--- src/rtl/seg_pkg.sv ---
// Shared constants for the 7-segment scan controller.
// Holds the active-low hex segment table and the FSM state codes.
package seg_pkg;

    localparam logic [6:0] SEG_BLANK = 7'b1111111;

    localparam logic [0:0] S_BLANK = 1'b0;
    localparam logic [0:0] S_DRIVE = 1'b1;

    // Active-low segments ordered {g,f,e,d,c,b,a}
    function automatic logic [6:0] hex_to_seg(input logic [3:0] h);
        logic [6:0] s;
        unique case (h)
            4'h0: s = 7'b1000000;
            4'h1: s = 7'b1111001;
            4'h2: s = 7'b0100100;
            4'h3: s = 7'b0110000;
            4'h4: s = 7'b0011001;
            4'h5: s = 7'b0010010;
            4'h6: s = 7'b0000010;
            4'h7: s = 7'b1111000;
            4'h8: s = 7'b0000000;
            4'h9: s = 7'b0010000;
            4'hA: s = 7'b0001000;
            4'hB: s = 7'b0000011;
            4'hC: s = 7'b1000110;
            4'hD: s = 7'b0100001;
            4'hE: s = 7'b0000110;
            4'hF: s = 7'b0001110;
        endcase
        return s;
    endfunction

endpackage

--- src/rtl/hex7seg.sv ---
// Combinational hex digit to active-low 7-segment decoder.
module hex7seg
    import seg_pkg::*;
(
    input  logic [3:0] i_hex,
    output logic [6:0] o_seg
);

    assign o_seg = hex_to_seg(i_hex);

endmodule

--- src/rtl/seg_scan_ctrl.sv ---
// Four-digit multiplexed 7-segment scanner with blanking and
// frame-synchronous double-buffered digit updates.
module seg_scan_ctrl
    import seg_pkg::*;
#(
    parameter int DIV   = 100000,
    parameter int BLANK = 16
) (
    input  logic       clk,
    input  logic       rst,
    input  logic       load,
    input  logic [3:0] d0,
    input  logic [3:0] d1,
    input  logic [3:0] d2,
    input  logic [3:0] d3,
    input  logic [3:0] den,
    output logic [3:0] an,
    output logic [6:0] seg,
    output logic [1:0] sel,
    output logic       load_ack
);

    localparam int CW = $clog2(DIV);
    localparam logic [CW-1:0] CMAX = CW'(DIV - 1);
    localparam logic [CW-1:0] BLEN = CW'(BLANK);

    logic [CW-1:0]   r_cnt;
    logic [1:0]      r_sel;
    logic [0:0]      r_state;
    logic [3:0][3:0] r_act_dig;
    logic [3:0]      r_act_den;
    logic [3:0][3:0] r_pnd_dig;
    logic [3:0]      r_pnd_den;
    logic            r_pnd;
    logic            r_ack;
    logic [3:0]      r_an;
    logic [6:0]      r_seg;

    logic            w_wrap;
    logic            w_bound;
    logic            w_xfer;
    logic [CW-1:0]   w_cnt_nxt;
    logic [0:0]      w_state_nxt;
    logic [3:0][3:0] w_ld_dig;
    logic [6:0]      w_hex;
    logic            w_on;

    assign w_wrap      = (r_cnt == CMAX);
    assign w_bound     = w_wrap && (r_sel == 2'd3);
    assign w_xfer      = w_bound && (load || r_pnd);
    assign w_cnt_nxt   = w_wrap ? '0 : r_cnt + CW'(1);
    assign w_state_nxt = (w_cnt_nxt < BLEN) ? S_BLANK : S_DRIVE;
    assign w_ld_dig    = {d3, d2, d1, d0};
    assign w_on        = (r_state == S_DRIVE) && r_act_den[r_sel];

    hex7seg u_dec (
        .i_hex (r_act_dig[r_sel]),
        .o_seg (w_hex)
    );

    always_ff @(posedge clk) begin
        if (rst) begin
            r_cnt   <= '0;
            r_sel   <= 2'd0;
            r_state <= S_BLANK;
        end else begin
            r_cnt   <= w_cnt_nxt;
            r_state <= w_state_nxt;
            if (w_wrap) begin
                r_sel <= r_sel + 2'd1;
            end
        end
    end

    // A load in the boundary cycle bypasses the pending buffer
    always_ff @(posedge clk) begin
        if (rst) begin
            r_pnd     <= 1'b0;
            r_pnd_dig <= '0;
            r_pnd_den <= 4'b0000;
            r_act_dig <= '0;
            r_act_den <= 4'b0000;
            r_ack     <= 1'b0;
        end else begin
            r_ack <= w_xfer;
            if (w_bound) begin
                r_pnd <= 1'b0;
                if (load) begin
                    r_act_dig <= w_ld_dig;
                    r_act_den <= den;
                end else if (r_pnd) begin
                    r_act_dig <= r_pnd_dig;
                    r_act_den <= r_pnd_den;
                end
            end else if (load) begin
                r_pnd     <= 1'b1;
                r_pnd_dig <= w_ld_dig;
                r_pnd_den <= den;
            end
        end
    end

    always_ff @(posedge clk) begin
        if (rst) begin
            r_an  <= 4'b1111;
            r_seg <= SEG_BLANK;
        end else begin
            r_an  <= w_on ? ~(4'b0001 << r_sel) : 4'b1111;
            r_seg <= w_on ? w_hex : SEG_BLANK;
        end
    end

    assign an       = r_an;
    assign seg      = r_seg;
    assign sel      = r_sel;
    assign load_ack = r_ack;

endmodule
--- config.mk ---
export PLATFORM = sky130hd
export DESIGN_NAME = seg_scan_ctrl
export DESIGN_NICKNAME = d
export VERILOG_FILES = /design/src/rtl/seg_pkg.sv /design/src/rtl/hex7seg.sv /design/src/rtl/seg_scan_ctrl.sv
export SDC_FILE = /design/constraint.sdc
export NUM_CORES = 1
export LEC_CHECK = 0
export CAP_MARGIN = 20
export CORE_UTILIZATION = 40
export CTS_BUF_LIST = sky130_fd_sc_hd__clkbuf_8
export CTS_CLUSTER_DIAMETER = 150
export DETAILED_ROUTE_END_ITERATION = 10
export SLEW_MARGIN = 20
export SYNTH_ARGS = -nofsm -noshare
export SYNTH_HDL_FRONTEND = slang
export SYNTH_SLANG_ARGS = --single-unit
--- constraint.sdc ---
create_clock -name clk -period 2.9 [get_ports clk]
set_input_delay 0.58 -clock clk [delete_from_list [all_inputs] [get_ports clk]]
set_output_delay 0.58 -clock clk [all_outputs]
set_load 0.01 [all_outputs]
==> out/metrics.yaml, run 1 <==
finalCritPeriodShare_pct: 77.8
power.density_nw_per_um2: 483
async_reset_ff_share_pct: 0
finalPower_mw: 1.95
rows: 33
overflow: 0
crit_required_ns: 2.32
ir_drop_v: 0.000246
cp.arrival_ns: 1.68
hold_viol: 0
path_clk_slew_ns: 0.08
switching_share_pct: 23.6
hold_path.class: "reg2reg"
avgRoutedWirePerCell_um: 13.6
insertion_delay_ns: 0.35
layout.nets: 433
period_minus_slack_ns: 2.26
grt_pass1_wl_mm: 11.5
htree_levels: 3
crit_chain: "clkdlybuf4s50_1"
netlist_top_cells_area: "dfxtp_1, a211oi_2, mux2i_1"
path_max_fanout: 11
ys_seq_elements: 73
core_um2: 8300
worst_path_max_delay_cell: "dfxtp_1"
tritoncts: "yes"
fin_hold_ws_ns: 0.455
ctsRootBufferMaster: "clkbuf_8"
p_leak_nw: 1.44
drc: 0
via_per_inst: 5.20
layout-drive-gt1-share_pct: 13.6
grt_max_degree: 44
drv_cap: 0
combPwrFrac_pct: 6.4
rsz0062_at_grt: "false"
power.switching_uw: 461
p_int_mw: 1.49
nFillCells: 786
io_pins: 37
die_h_um: 94.9
synth_edf_count: 0
status: "complete, no violations"
drv_slew: 0
syn2layout_area_growth_pct: 17.3
skew_ns: 0.0137
cp-end-kind: "primary output"
max_freq_mhz: 443
cp_top_family: "flip-flops"
drt-pass1-iter-count: 4
cts_sinks: 73
synth_common_cells: "dfxtp_1, nand2_1, nor2_1"
vias: 2644
die_w_um: 94.9
dp_hpwl_mm: 4.71
syn_avg_cell_area_um2: 9.20
clockBufferDepth: 2
yosysTopAreaCellShare_pct: 42.4
path_buf_inv: 1
yosysTopAreaCell: "dfxtp_1"
startpoint_type: "register"
syn_nets: 409
setup_tns_ns: 0
die_area_um2: 9000
yosysMostFrequentCell: "dfxtp_1"
synth_area_um2: 3450
cts_setup_buffers: 0
antenna_found_initial: 0
drtIter0Drc: 99
clkPwrFrac_pct: 40.8
numCtsBuffers: 9
hold_buffers: 0
finalWeightedCongestion: 0.737
max_stage_delay_ns: 0.69
ys_warn_count: 0
synth_ff_type: "dfxtp_1"
worst_slew_pin_slew_ns: 0.788
synthDistinctLibCells: 41
cts_resized: 0
wl_mm: 6.92
pwr-share-seq_pct: 52.8
maxSlewHeadroom_pct: 47.5
seq_area_frac_synth_pct: 42.4
initial_core_util_pct: 41.5
n_antenna_cell: 0
grt_pass1_vias: 2457
setup_viol: 0
crit_type: "reg2out"
ant_nets: 0
netlist_instances: 375
port_buffers: 36
fin_util_pct: 48.7
grt_use_total_pct: 16.8
## sequential cells by signal, indices dropped and copies added, names as in the netlist
register   flops
r_pnd          1
load_ack       1
seg            7
r_state        1
r_act_dig     16
r_cnt         17
r_pnd_den      4
r_pnd_dig     16
sel            2
an             4
r_act_den      4
## cells in the final DEF (no fill, tap or decap), drive strengths merged, types with 4 or more instances in the layout
master          n
a211oi         20
a21oi          29
and2            4
buf             8
clkbuf         10
clkdlybuf4s50  35
dfxtp          73
ha             11
inv             7
mux2i          23
mux4            4
nand2          58
nand3           8
nand4           6
nor2           46
nor4            4
o21ai           7
o221ai          5
xnor2           7
xor2           10
## metrics by stage
stage | setup WS, ns | cells | instance area, um2
2_1_floorplan | 0.841 | 375 | 3450
3_3_place_gp | 0.772 | 493 | 3850
3_5_place_dp | 0.689 | 493 | 3850
4_1_cts | 0.621 | 508 | 4040
5_1_grt | 0.464 | 508 | 4040
6_report | 0.643 | 508 | 4040
## power groups by stage
stage	sequential [mW]	clock (mW)	combinational [mW]
after floorplan	1.05	0	0.0735
after global placement	1.05	0	0.126
after detailed placement	1.06	0	0.127
after CTS	1.03	0.816	0.128
after global routing	1.03	0.862	0.139
final	1.03	0.797	0.126
## layout make-up
| class | count | area, um2 | share of cell area (%) |
|---|---|---|---|
| tap | 105 | 131 | 3.25 |
| multi-input combinational | 265 | 1810 | 44.8 |
| inverter | 7 | 26.3 | 0.650 |
| timing repair buffer | 43 | 420 | 10.4 |
| clock inverter | 5 | 56.3 | 1.39 |
| sequential | 73 | 1460 | 36.1 |
| clock buffer | 10 | 138 | 3.40 |
## path summary, 6_finish.rpt
| path | startpoint | end | slack, ns | cells past startpoint |
|---|---|---|---|---|
| max | sel[0] | sel[0] | 0.64 | 1 |
| min | r_pnd_dig[5] | r_pnd_dig[5] | 0.46 | 2 |
| max reg2reg | r_cnt[0] | r_act_dig[12] | 0.68 | 8 |
| min reg2reg | r_pnd_dig[5] | r_pnd_dig[5] | 0.46 | 2 |
## routing by layer
layer	part of all wire [%]	wire [um]	track usage [%]	vias up
li1	-	-	-	1344
met3	3.5	241	4.11	8
met4	1.0	72	6.06	0
met5	0	0	0	-
met2	46	3200	25.9	48
met1	49	3410	22.6	1244
## kinds of logic after synthesis
kind of cell    share of synthesized area [%]
xor+xnor                                 4.32
mux                                      9.29
flops                                    42.4
buf+inv                                  5.12
fa+ha+maj                                3.99
simple gates                             19.0
compound gates                           15.9
No activity file was read; power rests on OpenSTA's default activity.
==> run 2: changes to the inputs <==
==> constraint.sdc (replaced) <==
create_clock -name clk -period 2.2 [get_ports clk]
set_input_delay 0.44 -clock clk [delete_from_list [all_inputs] [get_ports clk]]
set_output_delay 0.44 -clock clk [all_outputs]
set_load 0.01 [all_outputs]
==> out/metrics.yaml, run 2 (synthesis results as in run 1) <==
period_minus_slack_ns: 2.08
crit_type: "reg2out"
grt_pass1_vias: 2377  # -3.3%
insertion_delay_ns: 0.34  # about the same
n_antenna_cell: 0  # unchanged
hold_path.class: "in2reg"
nFillCells: 782  # -0.51%
fin_util_pct: 50.3  # +1.6 points
critPathLaunch: "sel[0]"
dp_hpwl_mm: 4.72  # about the same
tritoncts: "yes"
regMostFlops: "r_cnt"
worst_slew_pin_slew_ns: 0.552  # -0.236 ns
core_um2: 8300  # unchanged
io_pins: 37  # unchanged
die_area_um2: 9000  # unchanged
drt-pass1-iter-count: 4  # unchanged
startpoint_type: "register"
grt_pass1_wl_mm: 11.6  # +0.66%
avgRoutedWirePerCell_um: 13.6  # -0.47%
status: "complete, no violations"
finalCritPeriodShare_pct: 94.5
layout-drive-gt1-share_pct: 16.8  # +3.2 points
die_h_um: 94.9  # unchanged
skew_ns: 0.0145  # +0.000776 ns
crit_end: "sel[0]"
vias: 2674  # +1.1%
path_max_fanout: 7  # -4
ctsRootBufferMaster: "clkbuf_8"
port_buffers: 36  # unchanged
antenna_found_initial: 0  # unchanged
overflow: 0  # unchanged
via_per_inst: 5.13  # -1.4%
power.density_nw_per_um2: 604  # +25%
rows: 33  # unchanged
p_leak_nw: 1.50  # +4.8%
biggestRegsByFlops: "r_cnt: 17 flops, r_act_dig: 16 flops, r_pnd_dig: 16 flops"
worstHoldStart: "rst"
die_w_um: 94.9  # unchanged
setup_tns_ns: 0  # unchanged
finalWeightedCongestion: 0.827  # +12%
wl_mm: 7.06  # +2.1%
mostFrequentLayoutCells: "dfxtp_1, nand2_1, nor2_1, clkdlybuf4s50_1, a21oi_1"
initial_core_util_pct: 41.5  # unchanged
clockBufferDepth: 2  # unchanged
r2r_setup_slack_ns: 0.17  # -0.51 ns
grt_max_degree: 42  # -4.5%
max_freq_mhz: 481
crit_required_ns: 1.76  # -0.56 ns
drv_slew: 0  # unchanged
grt_use_total_pct: 16.6  # -0.13 points
syn2layout_area_growth_pct: 21.1
numCtsBuffers: 9  # unchanged
worstRegToRegCells: 7  # -1
drv_cap: 0  # unchanged
ir_drop_v: 0.000331  # +35%
cts_sinks: 73  # unchanged
hold_buffers: 0  # unchanged
hold_viol: 0  # unchanged
rsz0062_at_grt: "false"
cp.arrival_ns: 1.64  # -0.04 ns
maxSlewHeadroom_pct: 63.2  # +16 points
r2r-start: "r_cnt[5]"
layout.nets: 445  # +2.8%
layoutNonFillerInstCount: 521  # +2.6%
path_clk_slew_ns: 0.08  # about the same
ant_nets: 0  # unchanged
drtIter0Drc: 150  # +52%
cp-end-kind: "primary output"
layout.cells.most_common: "dfxtp_1"
largest_register_ffs: 17  # unchanged
placed_cell_area_um2: 3950  # +2.6%
worstReg2RegEnd: "r_act_den[0]"
setup_viol: 0  # unchanged
dp_cells: 503  # +2.0%
drc: 0  # unchanged
htree_levels: 3  # unchanged
finish.instance_area_um2: 4180  # +3.2%
[run 2: worst max-delay path, cell delays in order (launching register included)]
cell,delay (ns)
dfxtp_1,0.55
buf_4,0.21
clkdlybuf4s50_1,0.53
[run 2: how the worst min path moves through the flow]
stage / slack [ns] / cells after the start / end
after CTS: 0.40 / 2 / sel[0]
after global routing: 0.41 / 2 / sel[0]
after detailed placement: 0.45 / 2 / r_pnd_dig[0]
after global placement: 0.44 / 2 / r_pnd_dig[5]
after floorplan: 0.43 / 1 / r_cnt[0]
final: 0.42 / 2 / sel[0]
[run 2: layout make-up]
type	count	area, um2	share of cell area, %
multi-input combinational	265	1820	43.5
sequential	73	1460	35.0
timing repair buffer	55	553	13.2
tap	105	131	3.15
clock buffer	9	124	2.97
clock inverter	7	61.3	1.47
inverter	7	26.3	0.629
[run 2: timing repair]
item / 4_1_cts / 5_1_grt
setup buffers: 0 / 1
gates resized for setup: 0 / 2
setup endpoints to repair: 0 / 31
[run 2: layer usage]
layer  global-route usage, %  share of wire, %  up-vias
li1                        -                 -     1375
met1                    23.8                52     1241
met2                    24.6                44       51
met3                    3.22               3.1        7
met4                    6.06              0.99        0
met5                       0                 0        -
[run 2: power by group]
group	leakage, nW	internal (mW)	switching, mW
sequential	0.594	1.35	0.0144
combinational	0.822	0.0813	0.0895
clock	0.0888	0.431	0.559
total	1.50	1.86	0.663
[run 2: metrics by stage]
| stage | hold WS, ns | setup WS, ns | power (mW) |
|---|---|---|---|
| final | 0.418 | 0.122 | 2.52 |
| after global routing | 0.412 | 0.0273 | 2.64 |
| after CTS | 0.401 | 0.0906 | 2.56 |
| after detailed placement | 0.446 | 0.152 | 1.56 |
| after global placement | 0.441 | 0.114 | 1.56 |
| after floorplan | 0.426 | 0.141 | 1.49 |
==> run 3: changes to the inputs <==
--- a/config.mk
+++ b/config.mk
@@ -13,4 +13,5 @@
 export SLEW_MARGIN = 20
 export SYNTH_ARGS = -nofsm -noshare
 export SYNTH_HDL_FRONTEND = slang
+export SYNTH_HIERARCHICAL = 1
 export SYNTH_SLANG_ARGS = --single-unit
==> out/metrics.yaml, run 3 <==
status: "complete, no violations"
maxSlewHeadroom_pct: 67.7  # +4.5 points
ys_warn_count: 6  # +6
clockBufferDepth: 2  # unchanged
regMostFlops: "r_cnt"
die_w_um: 95.7  # +0.85%
ir_drop_v: 0.000248  # -25%
syn_avg_cell_area_um2: 9.21  # +0.14%
grt_pass1_wl_mm: 11.2  # -3.8%
grt_pass1_vias: 2457  # +3.4%
mostFrequentLayoutCells: "dfxtp_1, nand2_1, nor2_1, clkdlybuf4s50_1, a21oi_1"
overflow: 0  # unchanged
netlist_instances: 381  # +1.6%
syn_nets: 416  # +1.7%
nFillCells: 791  # +1.2%
grt_max_degree: 41  # -2.4%
power.density_nw_per_um2: 635  # +5.1%
cts_sinks: 73  # unchanged
hold_viol: 0  # unchanged
ctsRootBufferMaster: "clkbuf_8"
drc: 0  # unchanged
cp-end-kind: "register"
netlist_top_cells_area: "dfxtp_1, a211oi_2, mux2i_1"
yosysTopAreaCellShare_pct: 41.7  # -0.73 points
n_antenna_cell: 0  # unchanged
ys_seq_elements: 73  # unchanged
placed_cell_area_um2: 4000  # +1.1%
finalWeightedCongestion: 0.829  # +0.18%
dp_hpwl_mm: 4.74  # +0.57%
vias: 2625  # -1.8%
max_freq_mhz: 503  # +4.6%
htree_levels: 3  # unchanged
synthDistinctLibCells: 47  # +15%
hold_buffers: 0  # unchanged
die_area_um2: 9150  # +1.7%
async_reset_ff_share_pct: 0  # unchanged
path_max_fanout: 40  # +33
crit_required_ns: 2.47  # +0.71 ns
cts_resized: 0  # unchanged
rows: 33  # unchanged
tritoncts: "yes"
worst_path_max_delay_cell: "dfxtp_1"
path_clk_slew_ns: 0.08  # about the same
io_pins: 37  # unchanged
rsz0062_at_grt: "false"
ant_nets: 0  # unchanged
via_per_inst: 4.97  # -3.1%
wl_mm: 6.77  # -4.2%
synth_area_um2: 3510  # +1.7%
seq_area_frac_synth_pct: 41.7  # -0.73 points
max_stage_delay_ns: 0.38  # -0.17 ns
setup_viol: 0  # unchanged
setup_tns_ns: 0  # unchanged
biggestRegsByFlops: "r_cnt: 17 flops, r_act_dig: 16 flops, r_pnd_dig: 16 flops"
worst_slew_pin_slew_ns: 0.484  # -0.0676 ns
synth_edf_count: 0  # unchanged
crit_type: "reg2reg"
drt-pass1-iter-count: 4  # unchanged
syn2layout_area_growth_pct: 20.1
startpoint_type: "register"
yosysTopAreaCell: "dfxtp_1"
crit_chain: "ha_1 > and4_1 > nand4_4 > or2_4 > nor2_8 > buf_12 > nor2_1 > a211oi_2"
drv_cap: 0  # unchanged
synth_common_cells: "dfxtp_1, nand2_1, nor2_1"
finalCritPeriodShare_pct: 90.3  # -4.2 points
period_minus_slack_ns: 1.99  # -0.0915 ns
grt_use_total_pct: 16.0  # -0.66 points
synth_ff_type: "dfxtp_1"
initial_core_util_pct: 42.1  # +0.51 points
p_leak_nw: 1.54  # +2.6%
core_um2: 8340  # +0.50%
cts_setup_buffers: 0  # unchanged
layout.nets: 453  # +1.8%
cp_top_family: "simple AND/OR/NAND/NOR gates"
drv_slew: 0  # unchanged
layout.cells.most_common: "dfxtp_1"
largest_register_ffs: 17  # unchanged
hold_path.class: "in2reg"
die_h_um: 95.7  # +0.85%
finish.instance_area_um2: 4210  # +0.93%
skew_ns: 0.0107  # -0.00377 ns
numCtsBuffers: 9  # unchanged
cp.arrival_ns: 2.25  # +0.61 ns
layout-drive-gt1-share_pct: 15.8  # -0.99 points
path_buf_inv: 1  # -1
insertion_delay_ns: 0.35  # about the same
drtIter0Drc: 66  # -56%
avgRoutedWirePerCell_um: 12.8  # -5.4%
yosysMostFrequentCell: "dfxtp_1"
antenna_found_initial: 0  # unchanged
port_buffers: 36  # unchanged
[run 3: metal layers]
metal,up-vias,global-route usage (%),wire length (um)
met4,0,7.21,92
met3,8,3.59,243
met5,-,0,0
met1,1212,20.9,3390
met2,45,25.0,3040
li1,1360,-,-
[run 3: cells by family (layout without fill, tap and decap cells)]
group	count (synthesis)	count (layout)	share of synthesized area (%)
fa+ha+maj	12	12	4.28
mux	31	31	10.3
compound gates	63	63	14.0
simple gates	153	153	20.9
flops	73	73	41.7
xor+xnor	16	16	3.99
buf+inv	33	75	4.78
[run 3: power by group]
group / switching (mW) / total (mW) / internal (mW)
sequential: 0.0136 / 1.36 / 1.35
combinational: 0.0874 / 0.166 / 0.0790
clock: 0.512 / 1.15 / 0.635
[run 3: worst paths after layout]
kind                startpoint            end  slack (ns)  depth (start not counted)
hold reg to reg   r_pnd_den[2]   r_pnd_den[2]        0.45                          2
hold / removal             rst       r_cnt[2]        0.44                          2
setup / recovery      r_cnt[0]  r_act_dig[12]        0.21                          8
setup reg to reg      r_cnt[0]  r_act_dig[12]        0.21                          8
[run 3: final cells by class]
class,count,area [um2],share of cell area (%)
Sequential cell,73,1460,34.7
Inverter,8,30.0,0.713
Clock inverter,7,95.1,2.26
Multi-Input combinational cell,275,1880,44.6
Tap cell,105,131,3.12
Timing Repair Buffer,51,493,11.7
Clock buffer,9,124,2.94
[run 3: metrics by stage]
step / utilization, % / cells / hold slack (ns) / total power [mW] / worst slack, ns
2_1_floorplan: - / 381 / 0.430 / 1.49 / 0.0722
5_1_grt: 50.5 / 528 / 0.457 / 2.79 / 0.0308
3_3_place_gp: 47.9 / 512 / 0.441 / 1.56 / 0.259
4_1_cts: 50.5 / 528 / 0.433 / 2.71 / 0.195
3_5_place_dp: 47.9 / 512 / 0.446 / 1.56 / 0.222
6_report: 50.5 / 528 / 0.436 / 2.67 / 0.213
